$ cat src/rtl/l2_mem_arbiter_pkg.sv
// l2_arb_pkg: shared types and constants for the L2 cache-memory arbiter.
//   state_e   : arbiter FSM states (IDLE, ISSUE, WAIT_RD)
//   ADDR_W_DEF: default memory address width
//   LINE_W_DEF: default cacheline width
//   clog2()   : index width helper, never returns less than 1
package l2_arb_pkg;

   localparam int unsigned ADDR_W_DEF = 32;
   localparam int unsigned LINE_W_DEF = 128;

   typedef enum logic [1:0] {
      IDLE    = 2'd0,
      ISSUE   = 2'd1,
      WAIT_RD = 2'd2
   } state_e;

   // Width needed to index n items; a single item still gets one bit.
   function automatic int unsigned clog2(input int unsigned n);
      int unsigned w;
      w = 1;
      while ((32'd1 << w) < n) w++;
      return w;
   endfunction

endpackage

$ cat src/rtl/l2_mem_arbiter_if.sv
// l2_mem_arbiter_if: cache-side and memory-side bus of the L2 memory arbiter.
//   Cache side : req_rden, req_wren, req_addr, req_wdata -> req_grant,
//                rsp_data, rsp_valid, rsp_err
//   Memory side: mem_addr, mem_wdata, mem_rden, mem_wren -> mem_rdata,
//                mem_rdata_valid
//   modport slave  : the arbiter
//   modport master : the caches + memory model driving the arbiter
interface l2_mem_arbiter_if #(
   parameter int unsigned NUM_REQ = 4,
   parameter int unsigned ADDR_W  = l2_arb_pkg::ADDR_W_DEF,
   parameter int unsigned LINE_W  = l2_arb_pkg::LINE_W_DEF
);
   logic [NUM_REQ-1:0]        req_rden;
   logic [NUM_REQ-1:0]        req_wren;
   logic [NUM_REQ*ADDR_W-1:0] req_addr;
   logic [NUM_REQ*LINE_W-1:0] req_wdata;
   logic [NUM_REQ-1:0]        req_grant;
   logic [LINE_W-1:0]         rsp_data;
   logic [NUM_REQ-1:0]        rsp_valid;
   logic [NUM_REQ-1:0]        rsp_err;
   logic [ADDR_W-1:0]         mem_addr;
   logic [LINE_W-1:0]         mem_wdata;
   logic                      mem_rden;
   logic                      mem_wren;
   logic [LINE_W-1:0]         mem_rdata;
   logic                      mem_rdata_valid;

   modport slave (
      input  req_rden, req_wren, req_addr, req_wdata, mem_rdata, mem_rdata_valid,
      output req_grant, rsp_data, rsp_valid, rsp_err,
             mem_addr, mem_wdata, mem_rden, mem_wren
   );

   modport master (
      output req_rden, req_wren, req_addr, req_wdata, mem_rdata, mem_rdata_valid,
      input  req_grant, rsp_data, rsp_valid, rsp_err,
             mem_addr, mem_wdata, mem_rden, mem_wren
   );

endinterface

$ cat src/rtl/l2_mem_arbiter_rr_arbiter.sv
// rr_arbiter: combinational round-robin pick.
//   i_pending : request vector
//   i_ptr     : last granted index; search starts at i_ptr+1 and wraps
//   o_grant_c : one-hot winner
//   o_idx_c   : winner index
//   o_valid_c : any request pending
module rr_arbiter
   import l2_arb_pkg::*;
#(
   parameter int unsigned N     = 4,
   parameter int unsigned IDX_W = clog2(N)
) (
   input  logic [N-1:0]     i_pending,
   input  logic [IDX_W-1:0] i_ptr,
   output logic [N-1:0]     o_grant_c,
   output logic [IDX_W-1:0] o_idx_c,
   output logic             o_valid_c
);

   // Walk N positions starting after the pointer; the pointer itself is last.
   always_comb begin
      logic [IDX_W-1:0] j;
      o_grant_c = '0;
      o_idx_c   = '0;
      o_valid_c = 1'b0;
      j         = '0;
      for (int unsigned i = 1; i <= N; i++) begin
         j = IDX_W'((32'(i_ptr) + i) % N);
         if (!o_valid_c && i_pending[j]) begin
            o_valid_c    = 1'b1;
            o_grant_c[j] = 1'b1;
            o_idx_c      = j;
         end
      end
   end

endmodule

$ cat src/rtl/l2_mem_arbiter.sv
// l2_mem_arbiter: shares one cache-memory port among NUM_REQ L2 caches.
//   clk, reset : clock, synchronous active-high reset
//   bus        : l2_mem_arbiter_if.slave (cache requests/responses + memory port)
// Writes and reads are granted round-robin, one at a time; at most one read
// is in flight and its fill data is steered to the requester that issued it.
// Optional build macro L2_ARB_TIMEOUT_EN adds a read watchdog of TIMEOUT
// cycles that reports expiry on rsp_err; without it rsp_err is tied to 0.
module l2_mem_arbiter
   import l2_arb_pkg::*;
#(
   parameter int unsigned NUM_REQ = 4,
   parameter int unsigned ADDR_W  = ADDR_W_DEF,
   parameter int unsigned LINE_W  = LINE_W_DEF,
   parameter int unsigned TIMEOUT = 64
) (
   input logic               clk,
   input logic               reset,
   l2_mem_arbiter_if.slave   bus
);

   localparam int unsigned IDX_W = clog2(NUM_REQ);

   state_e             r_state;
   state_e             w_state_nxt;
   logic [IDX_W-1:0]   r_ptr;
   logic [IDX_W-1:0]   r_owner;
   logic [NUM_REQ-1:0] r_grant;
   logic               r_mem_rden;
   logic               r_mem_wren;
   logic [ADDR_W-1:0]  r_mem_addr;
   logic [LINE_W-1:0]  r_mem_wdata;

   logic [NUM_REQ-1:0] w_pending;
   logic [NUM_REQ-1:0] w_win_oh;
   logic [IDX_W-1:0]   w_win_idx;
   logic               w_win_vld;
   logic               w_win_wr;
   logic               w_issue;
   logic               w_rd_done;
   logic               w_timeout;
   logic [NUM_REQ-1:0] w_owner_oh;
   logic [NUM_REQ-1:0] w_rsp_err;

   assign w_pending  = bus.req_rden | bus.req_wren;
   assign w_issue    = (r_state == IDLE) && w_win_vld;
   // A port raising both is served as a write first; its read stays pending.
   assign w_win_wr   = bus.req_wren[w_win_idx];
   assign w_rd_done  = (r_state == WAIT_RD) && bus.mem_rdata_valid;
   assign w_owner_oh = NUM_REQ'(1) << r_owner;

   rr_arbiter #(
      .N     (NUM_REQ),
      .IDX_W (IDX_W)
   ) u_rr (
      .i_pending (w_pending),
      .i_ptr     (r_ptr),
      .o_grant_c (w_win_oh),
      .o_idx_c   (w_win_idx),
      .o_valid_c (w_win_vld)
   );

   // State register.
   always_ff @(posedge clk) begin
      if (reset) r_state <= IDLE;
      else       r_state <= w_state_nxt;
   end

   // Next-state logic.
   always_comb begin
      w_state_nxt = r_state;
      case (r_state)
         IDLE:    if (w_win_vld) w_state_nxt = ISSUE;
         ISSUE:   w_state_nxt = r_mem_rden ? WAIT_RD : IDLE;
         WAIT_RD: if (w_rd_done || w_timeout) w_state_nxt = IDLE;
         default: w_state_nxt = IDLE;
      endcase
   end

   // Grant/strobe pulses and the memory request are captured when leaving IDLE.
   always_ff @(posedge clk) begin
      if (reset) begin
         r_ptr       <= IDX_W'(NUM_REQ - 1);
         r_owner     <= '0;
         r_grant     <= '0;
         r_mem_rden  <= 1'b0;
         r_mem_wren  <= 1'b0;
         r_mem_addr  <= '0;
         r_mem_wdata <= '0;
      end else begin
         r_grant    <= '0;
         r_mem_rden <= 1'b0;
         r_mem_wren <= 1'b0;
         if (w_issue) begin
            r_grant     <= w_win_oh;
            r_mem_wren  <= w_win_wr;
            r_mem_rden  <= !w_win_wr;
            r_mem_addr  <= bus.req_addr[32'(w_win_idx)*ADDR_W +: ADDR_W];
            r_mem_wdata <= bus.req_wdata[32'(w_win_idx)*LINE_W +: LINE_W];
            r_owner     <= w_win_idx;
            r_ptr       <= w_win_idx;
         end
      end
   end

`ifdef L2_ARB_TIMEOUT_EN
   localparam int unsigned CNT_W = clog2(TIMEOUT);

   logic [CNT_W-1:0]   r_wd_cnt;
   logic [NUM_REQ-1:0] r_rsp_err;

   // Watchdog counts cycles spent in WAIT_RD; zero on entry.
   always_ff @(posedge clk) begin
      if (reset || (r_state != WAIT_RD)) r_wd_cnt <= '0;
      else                               r_wd_cnt <= r_wd_cnt + CNT_W'(1);
   end

   assign w_timeout = (r_state == WAIT_RD) && !bus.mem_rdata_valid &&
                      (r_wd_cnt == CNT_W'(TIMEOUT - 1));

   always_ff @(posedge clk) begin
      if (reset) r_rsp_err <= '0;
      else       r_rsp_err <= w_timeout ? w_owner_oh : '0;
   end

   assign w_rsp_err = r_rsp_err;
`else
   logic w_unused_timeout;
   assign w_unused_timeout = (TIMEOUT != 0);
   assign w_timeout        = 1'b0;
   assign w_rsp_err        = '0;
`endif

   assign bus.req_grant = r_grant;
   assign bus.mem_rden  = r_mem_rden;
   assign bus.mem_wren  = r_mem_wren;
   assign bus.mem_addr  = r_mem_addr;
   assign bus.mem_wdata = r_mem_wdata;
   assign bus.rsp_err   = w_rsp_err;
   // Fill data is broadcast; only the owner's valid bit rises, and only in WAIT_RD.
   assign bus.rsp_data  = bus.mem_rdata;
   assign bus.rsp_valid = w_rd_done ? w_owner_oh : '0;

endmodule

$ cat src/flat_wrapper.sv
// flat-port wrapper written by rule: the top's interface ports become plain ports
module l2_mem_arbiter_flat import l2_arb_pkg::*;
#(
   parameter int unsigned NUM_REQ = 4,
   parameter int unsigned ADDR_W  = ADDR_W_DEF,
   parameter int unsigned LINE_W  = LINE_W_DEF,
   parameter int unsigned TIMEOUT = 64
)
  (clk, reset, bus_req_rden, bus_req_wren, bus_req_addr, bus_req_wdata, bus_mem_rdata, bus_mem_rdata_valid, bus_req_grant, bus_rsp_data, bus_rsp_valid, bus_rsp_err, bus_mem_addr, bus_mem_wdata, bus_mem_rden, bus_mem_wren);
  l2_mem_arbiter_if #(.NUM_REQ(NUM_REQ), .ADDR_W(ADDR_W), .LINE_W(LINE_W)) bus_i ();
  input logic clk;
  input logic reset;
  input wire logic [$bits(bus_i.req_rden)-1:0] bus_req_rden;
  input wire logic [$bits(bus_i.req_wren)-1:0] bus_req_wren;
  input wire logic [$bits(bus_i.req_addr)-1:0] bus_req_addr;
  input wire logic [$bits(bus_i.req_wdata)-1:0] bus_req_wdata;
  input wire logic [$bits(bus_i.mem_rdata)-1:0] bus_mem_rdata;
  input wire logic [$bits(bus_i.mem_rdata_valid)-1:0] bus_mem_rdata_valid;
  output wire logic [$bits(bus_i.req_grant)-1:0] bus_req_grant;
  output wire logic [$bits(bus_i.rsp_data)-1:0] bus_rsp_data;
  output wire logic [$bits(bus_i.rsp_valid)-1:0] bus_rsp_valid;
  output wire logic [$bits(bus_i.rsp_err)-1:0] bus_rsp_err;
  output wire logic [$bits(bus_i.mem_addr)-1:0] bus_mem_addr;
  output wire logic [$bits(bus_i.mem_wdata)-1:0] bus_mem_wdata;
  output wire logic [$bits(bus_i.mem_rden)-1:0] bus_mem_rden;
  output wire logic [$bits(bus_i.mem_wren)-1:0] bus_mem_wren;
  assign bus_i.req_rden = bus_req_rden;
  assign bus_i.req_wren = bus_req_wren;
  assign bus_i.req_addr = bus_req_addr;
  assign bus_i.req_wdata = bus_req_wdata;
  assign bus_i.mem_rdata = bus_mem_rdata;
  assign bus_i.mem_rdata_valid = bus_mem_rdata_valid;
  assign bus_req_grant = bus_i.req_grant;
  assign bus_rsp_data = bus_i.rsp_data;
  assign bus_rsp_valid = bus_i.rsp_valid;
  assign bus_rsp_err = bus_i.rsp_err;
  assign bus_mem_addr = bus_i.mem_addr;
  assign bus_mem_wdata = bus_i.mem_wdata;
  assign bus_mem_rden = bus_i.mem_rden;
  assign bus_mem_wren = bus_i.mem_wren;
  l2_mem_arbiter #(.NUM_REQ(NUM_REQ), .ADDR_W(ADDR_W), .LINE_W(LINE_W), .TIMEOUT(TIMEOUT)) u_core (.clk(clk), .reset(reset), .bus(bus_i));
endmodule
$ cat config.mk
export PLATFORM = sky130hd
export DESIGN_NAME = l2_mem_arbiter_flat
export DESIGN_NICKNAME = d
export VERILOG_FILES = /design/src/rtl/l2_mem_arbiter_pkg.sv /design/src/rtl/l2_mem_arbiter_if.sv /design/src/rtl/l2_mem_arbiter_rr_arbiter.sv /design/src/rtl/l2_mem_arbiter.sv /design/src/flat_wrapper.sv
export SDC_FILE = /design/constraint.sdc
export NUM_CORES = 1
export LEC_CHECK = 0
export CAP_MARGIN = 15
export CORE_AREA = 2 2 421 423
export CTS_CLUSTER_SIZE = 28
export DETAILED_ROUTE_END_ITERATION = 12
export DIE_AREA = 0 0 423 425
export MAX_ROUTING_LAYER = met4
export REMOVE_ABC_BUFFERS = 1
export SKIP_LAST_GASP = 1
export SYNTH_ARGS = -nofsm -noshare
export SYNTH_HDL_FRONTEND = slang
export SYNTH_HIERARCHICAL = 1
export SYNTH_SLANG_ARGS = --single-unit
$ cat constraint.sdc
create_clock -name clk -period 5.5 [get_ports clk]
set_clock_uncertainty 0.2 [all_clocks]
set_input_delay 1.1 -clock clk [delete_from_list [all_inputs] [get_ports clk]]
set_output_delay 1.1 -clock clk [all_outputs]
set_load 0.05 [all_outputs]
# Yosys cells after proc, flatten, opt, wreduce, memory -nomap -nowiden
# Index checks and enable logic that the tools add are counted.
dict set report word_totals {
  register_bits 172
  out_inout_bits 302
  wordCells 84
}
dict set report op_classes {
  addsub 4
  magnitude_cmp 9
  n_eq_ne 4
  n_shift 3
  n_mux 35
  n_bitwise 5
  reduce_logical 16
}
# cell count
set op_table {}
lappend op_table {{$shiftx A512 B10 Y128} 1}
lappend op_table {{$shiftx A128 B8 Y32} 1}
lappend op_table {{$mux W4} 5}
lappend op_table {{$or A4 B4 Y4} 4}
lappend op_table {{$lt A2 B3 Y1 const B} 5}
lappend op_table {{$mux W2} 7}
lappend op_table {{$mux W1} 13}
lappend op_table {{$bmux W1 S2} 5}
lappend op_table {{$logic_and A1 B1 Y1} 9}
lappend op_table {{$demux W1 S2} 4}
lappend op_table {{$ge A2 B1 Y1 const B} 4}
lappend op_table {{$pmux W2 S3} 1}
lappend op_table {{$add A2 B1 Y2 const B} 2}
lappend op_table {{$add A2 B2 Y2 const B} 2}
lappend op_table {{$logic_not A1 Y1} 4}
lappend op_table {{$ne A2 B1 Y1 const B} 2}
lappend op_table {{$shl A1 B2 Y4 const A} 1}
lappend op_table {{$eq A2 B1 Y1 const B} 1}
lappend op_table {{$eq A2 B2 Y1 const B} 1}
lappend op_table {{$logic_not A2 Y1} 1}
lappend op_table {{$reduce_and A2 Y1} 1}
lappend op_table {{$reduce_or A2 Y1} 1}
lappend op_table {{$not A1 Y1} 1}

# Longest topological paths before layout
# Gate-level depths: netlist (run 1).
dict set report logic_depth {
  word_depth 16
  mapped_depth 13
}

# By module
# The synthesis (run 1) kept the hierarchy.
# mod instances cells_per_inst area_per_inst_um2
set modules_own_cells {}
lappend modules_own_cells {l2_mem_arbiter 1 734 10153.5}
lappend modules_own_cells {rr_arbiter 1 68 525.5}

# Least setup slack after synthesis (run 1)
# OpenSTA, ideal clock, no wires.
dict set report synth_path {
  path_kind {input port to flip-flop}
  startpoint {in bus_req_rden[0]}
  endpoint {reg u_core.r_mem_addr[0], in the netlist u_core/bus.mem_addr[0]}
  arrival_ns 3.614
  required_time_ns 5.183
  setup_slack_ns 1.569
  stages 12
  cell_sequence {or2_2 buf_6 mux4_2 a21oi_2 nor3_1 nor2_2 o31a_1 buf_2 buf_6 buf_6 mux4_2 a22o_1}
}
dict set report synth_via {
  elab_chain_cells 14
  elab_cells_between_ends 25
}
# element line
set synth_rtl {}
lappend synth_rtl {{from (decl)} flat_wrapper.sv:13} ;# input wire logic [$bits(bus_i.req_rden)-1:0] bus_req_rden;
lappend synth_rtl {{$or A4 B4 Y4 *} l2_mem_arbiter.sv:44} ;# assign w_pending = bus.req_rden | bus.req_wren;
lappend synth_rtl {{$bmux W1 S2} l2_mem_arbiter_rr_arbiter.sv:29} ;# if (!o_valid_c && i_pending[j]) begin
lappend synth_rtl {{$mux W1 (implied by the code)} l2_mem_arbiter_rr_arbiter.sv:29}
lappend synth_rtl {{$mux W1} l2_mem_arbiter_rr_arbiter.sv:29}
lappend synth_rtl {{$logic_not A1 Y1} l2_mem_arbiter_rr_arbiter.sv:29}
lappend synth_rtl {{$logic_and A1 B1 Y1} l2_mem_arbiter_rr_arbiter.sv:29}
lappend synth_rtl {{$mux W1} l2_mem_arbiter_rr_arbiter.sv:29}
lappend synth_rtl {{$logic_not A1 Y1} l2_mem_arbiter_rr_arbiter.sv:29}
lappend synth_rtl {{$logic_and A1 B1 Y1} l2_mem_arbiter_rr_arbiter.sv:29}
lappend synth_rtl {{$mux W1} l2_mem_arbiter_rr_arbiter.sv:29}
lappend synth_rtl {{$logic_not A1 Y1} l2_mem_arbiter_rr_arbiter.sv:29}
lappend synth_rtl {{$logic_and A1 B1 Y1} l2_mem_arbiter_rr_arbiter.sv:29}
lappend synth_rtl {{$mux W2 *} l2_mem_arbiter_rr_arbiter.sv:29}
lappend synth_rtl {{net u_core.w_win_idx[0]} l2_mem_arbiter.sv:35} ;# logic [IDX_W-1:0] w_win_idx;
lappend synth_rtl {{$shiftx A128 B8 Y32 *} l2_mem_arbiter.sv:97} ;# r_mem_addr <= bus.req_addr[32'(w_win_idx)*ADDR_W +: ADDR_W];
lappend synth_rtl {{to (signal assigned)} l2_mem_arbiter.sv:97}
lappend synth_rtl {{to (decl)} l2_mem_arbiter.sv:30} ;# logic [ADDR_W-1:0] r_mem_addr;
# The timed path passes the listed nets; every way through them passes the cells marked *. The select of a mux whose other input is x is not followed.
# A chain may end at the register's enable or synchronous reset.

# Worst setup path after layout (run 1)
dict set report layout_path {
  startpoint {in bus_req_wren[0]}
  endpoint {reg u_core.r_mem_wdata[120], in the netlist u_core/bus.mem_wdata[120]}
}
dict set report layout_via {
  elab_chain_cells 14
  elab_cells_between_ends 25
}
# element line
set layout_rtl {}
lappend layout_rtl {{from (decl)} flat_wrapper.sv:14} ;# input wire logic [$bits(bus_i.req_wren)-1:0] bus_req_wren;
lappend layout_rtl {{$or A4 B4 Y4 *} l2_mem_arbiter.sv:44}
lappend layout_rtl {{net u_core.w_pending[0]} l2_mem_arbiter.sv:33} ;# logic [NUM_REQ-1:0] w_pending;
lappend layout_rtl {{$bmux W1 S2} l2_mem_arbiter_rr_arbiter.sv:29}
lappend layout_rtl {{$mux W1 (implied by the code)} l2_mem_arbiter_rr_arbiter.sv:29}
lappend layout_rtl {{$mux W1} l2_mem_arbiter_rr_arbiter.sv:29}
lappend layout_rtl {{$logic_not A1 Y1} l2_mem_arbiter_rr_arbiter.sv:29}
lappend layout_rtl {{$logic_and A1 B1 Y1} l2_mem_arbiter_rr_arbiter.sv:29}
lappend layout_rtl {{$mux W1} l2_mem_arbiter_rr_arbiter.sv:29}
lappend layout_rtl {{$logic_not A1 Y1} l2_mem_arbiter_rr_arbiter.sv:29}
lappend layout_rtl {{$logic_and A1 B1 Y1} l2_mem_arbiter_rr_arbiter.sv:29}
lappend layout_rtl {{$mux W1} l2_mem_arbiter_rr_arbiter.sv:29}
lappend layout_rtl {{$logic_not A1 Y1} l2_mem_arbiter_rr_arbiter.sv:29}
lappend layout_rtl {{$logic_and A1 B1 Y1} l2_mem_arbiter_rr_arbiter.sv:29}
lappend layout_rtl {{$mux W2 *} l2_mem_arbiter_rr_arbiter.sv:29}
lappend layout_rtl {{net u_core.w_win_idx[0]} l2_mem_arbiter.sv:35}
lappend layout_rtl {{$shiftx A512 B10 Y128 *} l2_mem_arbiter.sv:98} ;# r_mem_wdata <= bus.req_wdata[32'(w_win_idx)*LINE_W +: LINE_W];
lappend layout_rtl {{to (signal assigned)} l2_mem_arbiter.sv:98}
lappend layout_rtl {{to (decl)} l2_mem_arbiter.sv:31} ;# logic [LINE_W-1:0] r_mem_wdata;
# Marked as above.

==> results of run 1 <==
-- sequential cells by signal, indices dropped and copies added, names as in the netlist --
name,flops
u_core/r_state,2
u_core/bus.mem_wren,1
u_core/r_owner,2
u_core/bus.mem_wdata,128
u_core/bus.req_grant,4
u_core/bus.mem_rden,1
u_core/r_ptr,2
u_core/bus.mem_addr,32
-- cell type report --
| cell class | instances | area [um2] |
|---|---|---|
| Timing Repair Buffer | 839 | 8481 |
| Inverter | 5 | 18.77 |
| Sequential cell | 172 | 3443 |
| Fill cell | 19880 | 154100 |
| Clock buffer | 19 | 442.9 |
| Antenna cell | 37 | 92.59 |
| Tap cell | 2340 | 2928 |
| Multi-Input combinational cell | 419 | 5718 |
| Clock inverter | 12 | 137.6 |
-- where the power goes --
group          switching, mW  internal (mW)  total [mW]
Combinational           3.29           2.55        5.84
Clock                  0.690          0.685        1.38
Sequential             0.313           1.62        1.94
-- metal layers --
metal  track usage [%]  up-vias
met1             16.85     5847
met5                 -        -
li1                  -     4460
met3             12.87      253
met4             3.357        0
met2             22.18     1209
-- worst paths after layout --
kind	cells past startpoint	slack [ns]	endpoint
max	11	1.05	u_core/bus.mem_wdata[120]$_SDFFE_PP0P_
min reg2reg	1	0.29	u_core/bus.mem_wdata[88]$_SDFFE_PP0P_
max reg2reg	10	1.55	u_core/bus.mem_wdata[120]$_SDFFE_PP0P_
min	1	0.29	u_core/bus.mem_wdata[88]$_SDFFE_PP0P_
-- per-stage QoR --
step                      cells  cell area, um2  setup slack [ns]  setup TNS, ns
final                      3843           21260             1.050              0
after global placement     3775           20590            0.6382              0
after global routing       3834           21240             1.013              0
after CTS                  3806           21170             1.192              0
after floorplan             596            9163            -5.019        -814.65
after detailed placement   3775           20590            0.5611              0
-- worst max-delay path: stages --
cell             delay, ns
clkdlybuf4s50_1       0.44
or2_2                 0.38
mux4_2                0.61
a21oi_2               0.20
nor3_1                0.08
nor2_2                0.12
o31a_2                0.27
buf_12                0.26
buf_12                0.32
mux4_2                0.55
a22o_1                0.20
-- cell families (layout without fill, tap and decap cells) --
group,count (synthesis),after routing,synth area share (%)
other,1,41,0.03512
buffers and inverters,214,875,14.48
multiplexers,165,165,34.56
flip-flops,172,172,32.24
AO/OA/AOI/OAI,189,189,15.20
AND/OR/NAND/NOR,53,53,2.543
adder cells (fa/ha/maj),8,8,0.9374
-- cells in the final DEF, fill, tap and decap left out, types with 3 or more instances in the layout --
master | synthesis | routed
clkbuf_16 | 0 | 17
dfxtp_1 | 172 | 172
buf_4 | 134 | 11
a22o_1 | 160 | 160
o21ai_1 | 5 | 5
and2_1 | 5 | 5
inv_6 | 0 | 3
or2_2 | 4 | 4
conb_1 | 1 | 4
ha_1 | 8 | 8
buf_12 | 0 | 11
a21oi_1 | 7 | 7
nand2_1 | 19 | 19
nor2_1 | 9 | 8
diode_2 | 0 | 37
clkinv_2 | 0 | 3
inv_1 | 4 | 4
clkdlybuf4s50_1 | 0 | 817
mux4_2 | 162 | 162
nor3_1 | 4 | 4
a221o_1 | 4 | 4
==> results_dict.tcl, run 1 <==
set metrics [dict create \
    cts_tree "done" \
    synth_top_cells_by_count "dfxtp_1 (172), mux4_2 (162), a22o_1 (160)" \
    status "complete, no violations" \
    grt_pass1_wl_um 166900 \
    clock_tree.root_cell "clkbuf_16" \
    setup_violations 0 \
    clkTransAtPathRegs_ns 0.08 \
    wl_per_cell_um 37.10 \
    ys.flop_type "dfxtp_1" \
    dp_hpwl_um 125300 \
    synthToLayoutAreaGrowth_pct 99.10 \
    drtIter0Drc 1271 \
    post_cts.repair.setup_buffers 0 \
    cts_buffers 17 \
    io_pins 1081 \
    drive_gt1_share_pct 15.62 \
    drt_pass1_iterations 6 \
    min_from "u_core/bus.mem_wdata[88]$_SDFFE_PP0P_" \
    slew_headroom_pct 28.51 \
    synth_area_um2 10680 \
    finalPower_mw 9.152 \
    cts_sinks 172 \
    layout_min_cycle_time_ns 4.450 \
    post_cts_resized 0 \
    io_buffers 820 \
    synth_area_leaders "mux4_2 (34%), dfxtp_1 (32%), a22o_1 (13%)" \
    grt_pass1_vias 11110 \
    avgSynthCellArea_um2 13.32 \
    max_freq_ghz 0.2247 \
    vias 11770 \
    synth_top_area_cell "mux4_2" \
    detail-route-antenna-nets 0 \
    synth-seq-cells 172 \
    ys_seq_area_share_pct 32.24 \
    ys_async_sr_fraction_pct 0 \
    fin_nets 2241 \
    cp.arrival_ns 4.67 \
    initial_core_util_pct 6.090 \
    peakVddDrop_uv 246.6 \
    grt_use_total_pct 15.72 \
    syn_inst 802 \
    htree_levels 4 \
    worstSkewPairLatency_ns 0.51 \
    antenna_found_initial 119 \
    die_y_um 425 \
    avgViaCountPerCell 3.062 \
    endpoint_kind "flop" \
    hold_viol_final 0 \
    ys_types 42 \
    grt_max_degree 97 \
    critPathLaunchType "input port" \
    core_um2 175300 \
    wl_met2_um 59870 \
    gp_congestion 1.056 \
    required_ns 5.72 \
    min_period_over_period_pct 80.91 \
    drv_cap 0 \
    wl_met3_um 25570 \
    drv_slew 0 \
    totalWireLength_um 142600 \
    p_leak_nw 6.912 \
    synth-edff-count 0 \
    hp-class "flop to flop" \
    dieArea_um2 179800 \
    crit_path_max_fanout 34 \
    drc 0 \
    clockBufferDepth 2 \
    cts_hold_buf 0 \
    holdWs_ns 0.2874 \
    grt_setup_unrepaired "false" \
    grt_overflow_total 0 \
    yosysWarnings 6 \
    synth_top_area_share_pct 34.17 \
    met1_length_um 53800 \
    worstSetupPathType "input port to flop" \
    highest_layer "met4" \
    synth.most_common_cell "dfxtp_1" \
    die_w_um 423 \
    cellPowerDensity_nw_per_um2 430.4 \
    tightest_slew_ns 1.069 \
    rr_startpoint "u_core/r_ptr[0]$_SDFFE_PP1P_" \
    post-route-util_pct 12.13 \
    cp-startpoint "bus_req_wren[0]" \
    placementRows 154 \
]
Note: power is estimated with default switching activity, not from simulation.
==> run 2: changes to the inputs <==
Settings changed: CORE_AREA 2 2 421 423 to 2 2 423 425, DIE_AREA 0 0 423 425 to 0 0 425 427.
Clock period 5.5 ns to 4.6 ns, I/O delays scaled along.
==> results_dict.tcl, run 2 (synthesis results as in run 1) <==
set metrics [dict create \
    status "complete, no violations" \
    endpoint_kind "flop" \
    dp_hpwl_um 125400 \
    combPwrFrac_pct 63.7 \
    layout_min_cycle_time_ns 3.900 \
    drv_slew 0 \
    critPathLaunchType "input port" \
    post_cts.repair.setup_buffers 0 \
    tightest_slew_ns 1.138 \
    fin_ws_ns 0.6996 \
    io_pins 1081 \
    cts_tree "done" \
    dieArea_um2 181500 \
    rr_startpoint "u_core/r_ptr[0]$_SDFFE_PP1P_" \
    grt_setup_unrepaired "false" \
    clockBufferDepth 2 \
    io_buffers 820 \
    min_period_over_period_pct 84.79 \
    clock_tree.root_cell "clkbuf_16" \
    worstSkewPairLatency_ns 0.54 \
    crit_path_max_fanout 31 \
    n_fill_cell 20080 \
    finalPower_mw 11.18 \
    final_cell_mix "clkdlybuf4s50_1 (815), dfxtp_1 (172), mux4_2 (162)" \
    regArea_um2 3443 \
    multi_input_area_um2 5718 \
    placed_area_um2 20810 \
    drv_cap 0 \
    detail-route-antenna-nets 0 \
    grt_pass1_wl_um 164600 \
    grt_overflow_total 0 \
    min_path_cells 1 \
    clkTransAtPathRegs_ns 0.08 \
    r2r-end "u_core/bus.mem_wdata[109]$_SDFFE_PP0P_" \
    min_to "u_core/bus.mem_wdata[78]$_SDFFE_PP0P_" \
    worstSetupPathType "input port to flop" \
    p_leak_nw 7.042 \
    hold_viol_final 0 \
    place_ws_ns 0.1633 \
    cts_hold_buf 0 \
    power.internal_mw 5.956 \
    largest_register_ff_count 128 \
    totalWireLength_um 141900 \
    seqPwrFrac_pct 20.9 \
    die_w_um 425 \
    required_ns 4.85 \
    setup_violations 0 \
    slew_headroom_pct 23.87 \
    p_switching_mw 5.223 \
    peakVddDrop_uv 230.1 \
    drt_pass1_iterations 7 \
    power_frac_clock_pct 15.3 \
    cts_sinks 172 \
    placementRows 155 \
    cp-startpoint "bus_req_wren[3]" \
    dp_cells 3808 \
    die_y_um 427 \
    r2r_setup_slack_ns 0.91 \
    cts_buffers 17 \
    instances_no_fill 3867 \
    drc 0 \
    hp-class "flop to flop" \
    grt_use_total_pct 15.48 \
    core_um2 177300 \
    max_freq_ghz 0.2564 \
    antenna_found_initial 107 \
    cp.arrival_ns 4.15 \
    synthToLayoutAreaGrowth_pct 101.4 \
    swShare_pct 46.72 \
    fin_nets 2259 \
    avgViaCountPerCell 3.070 \
    htree_levels 4 \
    finalInstanceArea_um2 21510 \
    final_common_cell "clkdlybuf4s50_1" \
    vias 11870 \
    initial_core_util_pct 6.025 \
    cellPowerDensity_nw_per_um2 519.7 \
    gp_congestion 0.9617 \
    drtIter0Drc 1208 \
    drive_gt1_share_pct 16.90 \
    grt_max_degree 63 \
    wl_per_cell_um 36.70 \
    r2r.worst_path.cells 10 \
    holdWs_ns 0.2850 \
    min_from "u_core/bus.mem_wdata[78]$_SDFFE_PP0P_" \
    post_cts_resized 0 \
    grt_pass1_vias 10790 \
]
[run 2: layout make-up]
class	count	share of cell area [%]
Timing Repair Buffer	857	40.38
Multi-Input combinational cell	419	26.58
Sequential cell	172	16.01
Tap cell	2355	13.70
Clock buffer	17	1.978
Clock inverter	15	0.9482
Antenna cell	27	0.3141
Inverter	5	0.08725
[run 2: how the worst max path moves through the flow]
stage	to	slack, ns	depth (start not counted)
after floorplan	u_core/bus.mem_addr[18]$_SDFFE_PP0P_	-5.74	8
after global placement	u_core/bus.mem_wdata[113]$_SDFFE_PP0P_	0.17	11
after detailed placement	u_core/bus.mem_wdata[116]$_SDFFE_PP0P_	0.16	11
after CTS	u_core/bus.mem_wdata[109]$_SDFFE_PP0P_	0.82	11
after global routing	u_core/bus.mem_wdata[98]$_SDFFE_PP0P_	0.63	11
final	u_core/bus.mem_wdata[109]$_SDFFE_PP0P_	0.70	11
[run 2: layer usage]
layer  global-route usage, %  up-vias  wire (um)
li1                        -     4484          -
met4                   2.908        0       2513
met5                       -        -          0
met3                   12.59      223      24640
met1                   16.63     5848      53800
met2                   22.00     1315      60970
[run 2: per-stage QoR]
stage | TNS, ns | utilization, %
detailed placement | 0 | 11.74
global route | 0 | 12.12
finish | 0 | 12.13
floorplan | -934.17 | -
CTS | 0 | 12.10
global placement | 0 | 11.74
[run 2: power groups by stage]
stage               registers [mW]  logic (mW)  clock network, mW
floorplan                     3.23        2.43                  0
global placement              2.38        7.22                  0
detailed placement            2.37        7.24                  0
CTS                           2.34        7.27               1.79
global route                  2.40        7.42               1.82
finish                        2.34        7.12               1.71
[run 2: worst max-delay path, cell delays in order]
cell and delay [ns]:
clkdlybuf4s50_1 0.42, or2_2 0.39, mux4_2 0.53, a21oi_2 0.15, nor3_1 0.06, nor2_2 0.11
o31a_2 0.23, buf_12 0.24, buf_12 0.24, mux4_2 0.53, a22o_1 0.20
